## config.mk

```make
export PLATFORM = sky130hd
export DESIGN_NAME = dvp_frame_rx
export DESIGN_NICKNAME = d
export VERILOG_FILES = /design/src/rtl/dvp_pkg.sv /design/src/rtl/dvp_frame_rx_fifo.sv /design/src/rtl/dvp_frame_rx.sv
export SDC_FILE = /design/constraint.sdc
export NUM_CORES = 1
export LEC_CHECK = 0
export ABC_AREA = 1
export CORE_ASPECT_RATIO = 0.6
export CORE_UTILIZATION = 49
export CTS_BUF_LIST = sky130_fd_sc_hd__clkbuf_4 sky130_fd_sc_hd__clkbuf_8
export DETAILED_ROUTE_END_ITERATION = 10
export GPL_TIMING_DRIVEN = 0
export PLACE_DENSITY = 0.75
export SYNTH_ARGS = -nofsm -noshare
export SYNTH_HDL_FRONTEND = slang
export SYNTH_SLANG_ARGS = --single-unit
```

## constraint.sdc

```tcl
create_clock -name clk -period 2.4 [get_ports clk]
set_input_delay 0.6 -clock clk [delete_from_list [all_inputs] [get_ports clk]]
set_output_delay 0.6 -clock clk [all_outputs]
set_load 0.01 [all_outputs]
```

## src/rtl/dvp_pkg.sv

```systemverilog
// Shared types and sizing helpers for the DVP frame receiver.
package dvp_pkg;

  localparam int PIXEL_BITS_DEF = 16;

  typedef enum logic [1:0] {
    ST_IDLE   = 2'd0,
    ST_VS     = 2'd1,
    ST_ACTIVE = 2'd2
  } dvp_state_t;

  // Packed so that {eof, eol, sof} sits directly above the pixel word in the FIFO.
  typedef struct packed {
    logic eof;
    logic eol;
    logic sof;
  } pix_tag_t;

  // Bits needed to hold a counter that runs from 0 up to and including max_val.
  function automatic int cnt_width(input int max_val);
    return (max_val < 2) ? 1 : $clog2(max_val + 1);
  endfunction

  // Bits needed to address depth entries (depth is a power of two).
  function automatic int ptr_width(input int depth);
    return (depth < 2) ? 1 : $clog2(depth);
  endfunction

endpackage

```

## src/rtl/dvp_frame_rx_fifo.sv

```systemverilog
// First-word fall-through synchronous FIFO; head entry is always visible on o_rdata.
module sync_fifo_fwft
  import dvp_pkg::*;
#(
  parameter int WIDTH = 19,
  parameter int DEPTH = 16
) (
  input  logic             clk,
  input  logic             rst,
  input  logic             i_push,
  input  logic [WIDTH-1:0] i_wdata,
  input  logic             i_pop,
  output logic [WIDTH-1:0] o_rdata,
  output logic             o_full,
  output logic             o_empty
);

  localparam int AW = ptr_width(DEPTH);

  logic [WIDTH-1:0] r_mem [DEPTH];
  logic [AW-1:0]    r_wr_ptr;
  logic [AW-1:0]    r_rd_ptr;
  logic [AW:0]      r_count;
  logic             w_do_push;
  logic             w_do_pop;

  assign o_empty   = (r_count == '0);
  assign o_full    = (r_count == (AW+1)'(DEPTH));
  assign w_do_pop  = i_pop & ~o_empty;
  // A push into a full FIFO is still taken when the head leaves in the same cycle.
  assign w_do_push = i_push & (~o_full | w_do_pop);
  assign o_rdata   = r_mem[r_rd_ptr];

  // Storage array; contents need no reset since occupancy is tracked by r_count.
  always_ff @(posedge clk) begin
    if (w_do_push) begin
      r_mem[r_wr_ptr] <= i_wdata;
    end
  end

  // Pointer and occupancy bookkeeping.
  always_ff @(posedge clk) begin
    if (rst) begin
      r_wr_ptr <= '0;
      r_rd_ptr <= '0;
      r_count  <= '0;
    end else begin
      if (w_do_push) r_wr_ptr <= r_wr_ptr + AW'(1);
      if (w_do_pop)  r_rd_ptr <= r_rd_ptr + AW'(1);
      case ({w_do_push, w_do_pop})
        2'b10:   r_count <= r_count + (AW+1)'(1);
        2'b01:   r_count <= r_count - (AW+1)'(1);
        default: r_count <= r_count;
      endcase
    end
  end

endmodule

```

## src/rtl/dvp_frame_rx.sv

```systemverilog
// DVP pixel-bus receiver: recovers frame/line framing from vsync/href, checks
// geometry, and streams tagged pixels out through a FWFT FIFO.
module dvp_frame_rx
  import dvp_pkg::*;
#(
  parameter int IMG_WIDTH  = 640,
  parameter int IMG_HEIGHT = 480,
  parameter int PIXEL_BITS = PIXEL_BITS_DEF,
  parameter int FIFO_DEPTH = 16
) (
  input  logic                  clk,
  input  logic                  rst,
  input  logic                  vsync,
  input  logic                  href,
  input  logic [PIXEL_BITS-1:0] pixel_in,
  input  logic                  err_clear,
  output logic                  m_valid,
  input  logic                  m_ready,
  output logic [PIXEL_BITS-1:0] m_data,
  output logic                  m_sof,
  output logic                  m_eol,
  output logic                  m_eof,
  output logic                  frame_done,
  output logic [15:0]           frame_count,
  output logic                  err_short_line,
  output logic                  err_long_line,
  output logic                  err_short_frame,
  output logic                  err_overflow
);

  localparam int COL_W = cnt_width(IMG_WIDTH);
  localparam int ROW_W = cnt_width(IMG_HEIGHT);
  localparam int FW    = PIXEL_BITS + 3;

  localparam logic [COL_W-1:0] COL_LIMIT = COL_W'(IMG_WIDTH);
  localparam logic [COL_W-1:0] COL_LAST  = COL_W'(IMG_WIDTH - 1);
  localparam logic [ROW_W-1:0] ROW_LAST  = ROW_W'(IMG_HEIGHT - 1);

  // Input capture and edge history
  logic                  r_vs, r_vs_d, r_hr, r_hr_d;
  logic [PIXEL_BITS-1:0] r_px;
  logic                  w_vs_rise, w_vs_fall, w_hr_fall;

  // Framing state
  dvp_state_t       r_state, w_state_next;
  logic [COL_W-1:0] r_col, w_col_next;
  logic [ROW_W-1:0] r_row, w_row_next;
  logic             r_line_err, w_line_err_next;

  // Per-cycle events
  logic     w_push, w_long, w_short, w_short_frame, w_frame_end, w_frame_good;
  pix_tag_t w_tag;

  // Status registers
  logic        r_frame_done;
  logic [15:0] r_frame_count;
  logic        r_err_short_line, r_err_long_line, r_err_short_frame, r_err_overflow;

  // FIFO interface
  logic          w_fifo_full, w_fifo_empty, w_pop, w_overflow;
  logic [FW-1:0] w_fifo_rdata;

  // Register the pins and keep one cycle of history for edge detection.
  always_ff @(posedge clk) begin
    if (rst) begin
      r_vs   <= 1'b0;
      r_vs_d <= 1'b0;
      r_hr   <= 1'b0;
      r_hr_d <= 1'b0;
      r_px   <= '0;
    end else begin
      r_vs   <= vsync;
      r_vs_d <= r_vs;
      r_hr   <= href;
      r_hr_d <= r_hr;
      r_px   <= pixel_in;
    end
  end

  assign w_vs_rise = r_vs & ~r_vs_d;
  assign w_vs_fall = ~r_vs & r_vs_d;
  assign w_hr_fall = ~r_hr & r_hr_d;

  // Tags describe the position of the pixel being pushed this cycle.
  assign w_tag.sof = (r_row == '0) && (r_col == '0);
  assign w_tag.eol = (r_col == COL_LAST);
  assign w_tag.eof = (r_col == COL_LAST) && (r_row == ROW_LAST);

  // Framing state register.
  always_ff @(posedge clk) begin
    if (rst) begin
      r_state    <= ST_IDLE;
      r_col      <= '0;
      r_row      <= '0;
      r_line_err <= 1'b0;
    end else begin
      r_state    <= w_state_next;
      r_col      <= w_col_next;
      r_row      <= w_row_next;
      r_line_err <= w_line_err_next;
    end
  end

  // Next-state, counter updates and per-cycle framing events.
  always_comb begin
    w_state_next    = r_state;
    w_col_next      = r_col;
    w_row_next      = r_row;
    w_line_err_next = r_line_err;
    w_push          = 1'b0;
    w_long          = 1'b0;
    w_short         = 1'b0;
    w_short_frame   = 1'b0;
    w_frame_end     = 1'b0;
    case (r_state)
      ST_IDLE: begin
        if (w_vs_rise) w_state_next = ST_VS;
      end
      ST_VS: begin
        if (w_vs_fall) begin
          w_state_next    = ST_ACTIVE;
          w_col_next      = '0;
          w_row_next      = '0;
          w_line_err_next = 1'b0;
        end
      end
      ST_ACTIVE: begin
        if (w_vs_rise) begin
          // A new frame starts before this one finished; abandon it.
          w_short_frame = 1'b1;
          w_state_next  = ST_VS;
        end else begin
          if (r_hr) begin
            if (r_col < COL_LIMIT) begin
              w_push     = 1'b1;
              w_col_next = r_col + COL_W'(1);
            end else begin
              w_long = 1'b1;
            end
          end
          if (w_hr_fall) begin
            w_short    = (r_col != COL_LIMIT);
            w_col_next = '0;
            w_row_next = r_row + ROW_W'(1);
            if (r_row == ROW_LAST) begin
              w_frame_end  = 1'b1;
              w_state_next = ST_IDLE;
            end
          end
          if (w_long || w_short) w_line_err_next = 1'b1;
        end
      end
      default: w_state_next = ST_IDLE;
    endcase
  end

  // The line that closes the frame may itself be short, so fold it in directly.
  assign w_frame_good = w_frame_end & ~r_line_err & ~w_short;

  assign w_pop      = m_valid & m_ready;
  assign w_overflow = w_push & w_fifo_full & ~w_pop;

  // Frame completion pulse, good-frame counter and sticky errors (new events beat err_clear).
  always_ff @(posedge clk) begin
    if (rst) begin
      r_frame_done      <= 1'b0;
      r_frame_count     <= '0;
      r_err_short_line  <= 1'b0;
      r_err_long_line   <= 1'b0;
      r_err_short_frame <= 1'b0;
      r_err_overflow    <= 1'b0;
    end else begin
      r_frame_done      <= w_frame_end;
      r_frame_count     <= r_frame_count + {15'd0, w_frame_good};
      r_err_short_line  <= (r_err_short_line  & ~err_clear) | w_short;
      r_err_long_line   <= (r_err_long_line   & ~err_clear) | w_long;
      r_err_short_frame <= (r_err_short_frame & ~err_clear) | w_short_frame;
      r_err_overflow    <= (r_err_overflow    & ~err_clear) | w_overflow;
    end
  end

  sync_fifo_fwft #(
    .WIDTH (FW),
    .DEPTH (FIFO_DEPTH)
  ) u_fifo (
    .clk     (clk),
    .rst     (rst),
    .i_push  (w_push),
    .i_wdata ({w_tag, r_px}),
    .i_pop   (w_pop),
    .o_rdata (w_fifo_rdata),
    .o_full  (w_fifo_full),
    .o_empty (w_fifo_empty)
  );

  assign m_valid = ~w_fifo_empty;
  assign {m_eof, m_eol, m_sof, m_data} = w_fifo_rdata;

  assign frame_done      = r_frame_done;
  assign frame_count     = r_frame_count;
  assign err_short_line  = r_err_short_line;
  assign err_long_line   = r_err_long_line;
  assign err_short_frame = r_err_short_frame;
  assign err_overflow    = r_err_overflow;

endmodule

```

==> impl_summary.log <==
[metrics] outcome: finished, violations left
[metrics] violations in the final reports: negative setup slack
[metrics] CP max stage delay: 0.39 ns
[metrics] WL/cell: 22.9 µm
[metrics] remaining routing DRC violations: 0
[metrics] count of flip-flops with a built-in enable after synthesis: 304
[metrics] Die X-Extent: 235 µm
[metrics] total half-perimeter wirelength after legalization and detailed placement: 29800 µm
[metrics] initial core utilization: 0.506
[metrics] max cap viols: 0
[metrics] final setup vio count: 23
[metrics] mean post-synth cell area: 10.8 µm²
[metrics] end point of the most critical hold path: r_hr
[metrics] area enclosed by the die boundary: 33300 µm²
[metrics] CTS H-tree depth: 2
[metrics] Power Dens Cells: 937 nW/µm²
[metrics] worst min-delay path category: in -> reg
[metrics] hold buffers post-CTS: 0
[metrics] sequential share of power: 0.399
[metrics] total routed wirelength: 48400 µm
[metrics] largest fanout on the critical path: 10
[metrics] min-delay src: href
[metrics] instance area at placement: 17500 µm²
[metrics] internal power of the cells: 0.0123 W
[metrics] Util after Layout: 0.627
[metrics] yosys synthesis warning count: 0
[metrics] critical path data arrival time: 2.29 ns
[metrics] area of the mapped netlist: 16000 µm²
[metrics] overall power of the completed layout: 0.0186 W
[metrics] number of antenna repair diodes: 0
[metrics] count of final max-slew check failures: 0
[metrics] post-route cell area: 19800 µm²
[metrics] number of cells in the design after placement: 1976
[metrics] number of buffers on the longest clock path: 3
[metrics] switching power as a share of total power: 0.336
[metrics] actual transition at the worst max-transition pin: 0.820 ns
[metrics] count of unique library cells instantiated by Yosys: 31
[metrics] # rows: 50
[metrics] global placement routability congestion: 0.926
[metrics] Synth Register Bits: 384
[metrics] headroom to the max-slew limit: 0.453
[metrics] total number of vias: 12389
[metrics] post-route minimum period: 2.89 ns
[metrics] Final Hold Vio Count: 0
[metrics] endpoint of the most critical register-to-register path: frame_count[10]
[metrics] average vias per placed instance: 5.86
[metrics] count of buffers inserted at the top-level ports: 62
[metrics] global-route congestion overflow total: 0
[metrics] wire length of the first global-routing pass: 68600 µm
[metrics] required time worst endpoint: 1.80 ns
[metrics] boundary pin count: 63
[metrics] share of post-route cells with drive strength above 1: 0.207
[metrics] detailed router's first-iteration violation count: 1938
[metrics] maximum number of pins on one net before global-route repair: 18
[metrics] clock latency on the worst-skew pair: 0.65 ns
[metrics] most common cell type on the critical path: sky130_fd_sc_hd__buf_6
[metrics] TritonCTS clock tree: yes
[metrics] Async SR Flop Fraction: 0
[metrics] synthesized instance count: 1481
[metrics] clock network power share: 0.293
[metrics] setup repair after global routing missed its margin: true
[metrics] most used flip-flop cell after synthesis: sky130_fd_sc_hd__edfxtp_1
[metrics] start of the worst register-to-register path: r_row[1]
[metrics] final setup slack of the worst path: -0.492 ns
[metrics] number of clock buffers inserted by TritonCTS: 55
[metrics] type of destination of the critical path: output port
[metrics] CP max-delay cell: sky130_fd_sc_hd__dfxtp_4
[metrics] number of sinks handled by clock tree synthesis: 384
[metrics] total track usage: 0.281
[metrics] worst ir drop on vdd: 660 µV
[metrics] Fill cells: 2306
[metrics] number of nets in the synthesized netlist: 1517
[metrics] Clock Root Buffer: sky130_fd_sc_hd__clkbuf_8
[metrics] Highest Clock Rate: 346 MHz
[metrics] Cell Chain, Critical Path: buf_12 > buf_6 > a21oi_1 > o21ai_0 > nand3_1 > nand3_2 > nand2_4 > buf_6
[metrics] clock slew at reported path FFs: 0.07 ns
[metrics] final period utilization: 1.20
[metrics] Comb pwr share: 0.307
[metrics] worst clock skew: 0.0288 ns
[metrics] Layout Cells excl Fill: 2115
[metrics] Static Leak: 7.46 nW
[metrics] number of antenna violations at the first check in global routing: 1
[metrics] vias in the first global route: 11357
[metrics] die span in y: 142 µm
[metrics] worst hold path cell count: 3
[metrics] Pre-antenna DRT Iters: 6
[metrics] worst-case reg-to-reg path depth: 14
[metrics] setup slack of the most critical reg-to-reg path: -0.06 ns
[metrics] number of routed nets with antenna violations: 0
[metrics] Setup CP Type: reg -> out
[metrics] critical path launch point type: register
[metrics] net switching power: 0.00625 W
[metrics] Std-Cell Core Area: 31600 µm²
[metrics] sequential share of the synthesized area: 0.672
[metrics] Layout area overhead: 24.1%
[metrics] Final nets: 1689
-- cell usage in the layout (no fill, tap or decap), types with 5 or more instances in the layout --
cell	n
sky130_fd_sc_hd__xor2_1	7
sky130_fd_sc_hd__nand3_1	126
sky130_fd_sc_hd__clkbuf_8	56
sky130_fd_sc_hd__clkbuf_1	5
sky130_fd_sc_hd__o21ai_1	15
sky130_fd_sc_hd__clkbuf_2	9
sky130_fd_sc_hd__nand3_2	19
sky130_fd_sc_hd__clkinv_2	6
sky130_fd_sc_hd__ha_1	9
sky130_fd_sc_hd__nor2_1	64
sky130_fd_sc_hd__nor2_4	22
sky130_fd_sc_hd__buf_12	19
sky130_fd_sc_hd__dfxtp_1	74
sky130_fd_sc_hd__clkbuf_4	42
sky130_fd_sc_hd__nor3_1	9
sky130_fd_sc_hd__inv_2	11
sky130_fd_sc_hd__ha_4	5
sky130_fd_sc_hd__nand4_1	14
sky130_fd_sc_hd__buf_2	16
sky130_fd_sc_hd__nand2_1	175
sky130_fd_sc_hd__buf_16	6
sky130_fd_sc_hd__inv_1	231
sky130_fd_sc_hd__edfxtp_1	304
sky130_fd_sc_hd__a21oi_1	104
sky130_fd_sc_hd__buf_6	32
sky130_fd_sc_hd__clkdlybuf4s50_1	42
sky130_fd_sc_hd__nand2_2	24
sky130_fd_sc_hd__o21ai_0	79
sky130_fd_sc_hd__a21oi_2	10
sky130_fd_sc_hd__o211ai_1	76
sky130_fd_sc_hd__clkbuf_16	5
sky130_fd_sc_hd__buf_4	25
sky130_fd_sc_hd__buf_8	12
sky130_fd_sc_hd__clkinv_1	5
-- flip-flops by register name (all words and copies together), names as in the netlist, named ones only --
register         cells
r_px                16
frame_count         16
r_col               10
u_fifo.r_wr_ptr      4
frame_done           1
err_overflow         1
u_fifo.r_rd_ptr      4
err_short_frame      1
r_line_err           1
r_hr                 1
u_fifo.r_mem       304
err_short_line       1
r_row                9
r_vs_d               1
err_long_line        1
r_state              2
r_vs                 1
u_fifo.r_count       5
r_hr_d               1
-- synthesized netlist by cell type (6+ instances only) --
master,n,area (µm²)
sky130_fd_sc_hd__o21ai_0,98,490
sky130_fd_sc_hd__nand3_1,146,731
sky130_fd_sc_hd__buf_4,12,90.1
sky130_fd_sc_hd__dfxtp_1,80,1600
sky130_fd_sc_hd__nand4_1,14,87.6
sky130_fd_sc_hd__inv_2,6,22.5
sky130_fd_sc_hd__a21oi_1,114,571
sky130_fd_sc_hd__buf_6,6,67.6
sky130_fd_sc_hd__edfxtp_1,304,9130
sky130_fd_sc_hd__buf_2,19,95.1
sky130_fd_sc_hd__nor2_1,87,327
sky130_fd_sc_hd__o211ai_1,76,571
sky130_fd_sc_hd__inv_1,238,893
sky130_fd_sc_hd__nand2_1,198,743
sky130_fd_sc_hd__ha_1,14,175
sky130_fd_sc_hd__xor2_1,8,70.1
sky130_fd_sc_hd__nor3_1,9,45.0
sky130_fd_sc_hd__clkbuf_1,25,93.8
-- power by group through the flow --
stage	clock network (W)	logic (W)	registers, W
after floorplan	0	0.00267	0.00747
after global routing	0.00575	0.00596	0.00743
final	0.00545	0.00571	0.00742
after CTS	0.00545	0.00493	0.00739
after detailed placement	0	0.00457	0.00752
after global placement	0	0.00446	0.00751
-- worst max path at each step --
stage	end	cells past startpoint
after detailed placement	m_data[0]	7
final	m_eof	8
after floorplan	u_fifo.r_mem[11][0]	9
after global routing	m_eof	9
after CTS	m_data[0]	9
after global placement	u_fifo.r_mem[9][7]	7
-- metrics by stage --
| stage | worst slack [ns] | hold slack, ns | TNS [ns] |
|---|---|---|---|
| after floorplan | 0.124 | 0.430 | 0 |
| after global placement | -1.39 | 0.447 | -422.63 |
| after detailed placement | -0.730 | 0.460 | -132.16 |
| after CTS | -0.482 | 0.459 | -7.09 |
| after global routing | -0.527 | 0.478 | -9.07 |
| final | -0.492 | 0.467 | -6.90 |
-- kinds of logic (layout without fill, tap and decap cells) --
family                     after synthesis  after routing  share of synthesized area
and+or+nand+nor                        470            470                      0.128
xor gates and xnor gates                 8              8                    0.00439
buffers and inverters                  313            531                     0.0807
adders and majority gates               14             14                     0.0110
AOI/OAI and AO/OA                      292            292                      0.104
DFF                                    384            384                      0.672
-- routing by layer --
| layer | vias to the layer above | track usage | routed length, µm |
|---|---|---|---|
| met5 | - | 0 | 9 |
| met4 | 2 | 0.102 | 1490 |
| met3 | 147 | 0.0759 | 6720 |
| met2 | 937 | 0.409 | 20600 |
| met1 | 5857 | 0.403 | 19600 |
| li1 | 5446 | - | - |
-- critical path: cells and delay by family, from the launching register on --
kind,cells,cell delay (ns)
AO/OA/AOI/OAI,2,0.44
flip-flops,1,0.39
buffers and inverters,3,0.42
AND/OR/NAND/NOR,3,0.38
-- final cells by class --
type                    count  area [µm²]  share of cell area
inverters                 246         931              0.0470
multi-input cells         784        4440               0.224
clock inverters            15         128             0.00644
flip-flops and latches    384       10700               0.542
clock buffers              88        1010              0.0510
repair buffers            115        1340              0.0674
plain buffers              67         711              0.0359
well taps                 416         520              0.0263
-- what timing repair did --
action                                 in CTS  in global routing
pin swaps                                  29                 62
endpoints found under the hold margin       0                  0
gates resized for setup                   233                123
cloned                                      0                  5
setup endpoints to repair                 196                188
buffers inserted                           24                 16
(Power assumes the default switching activity.)
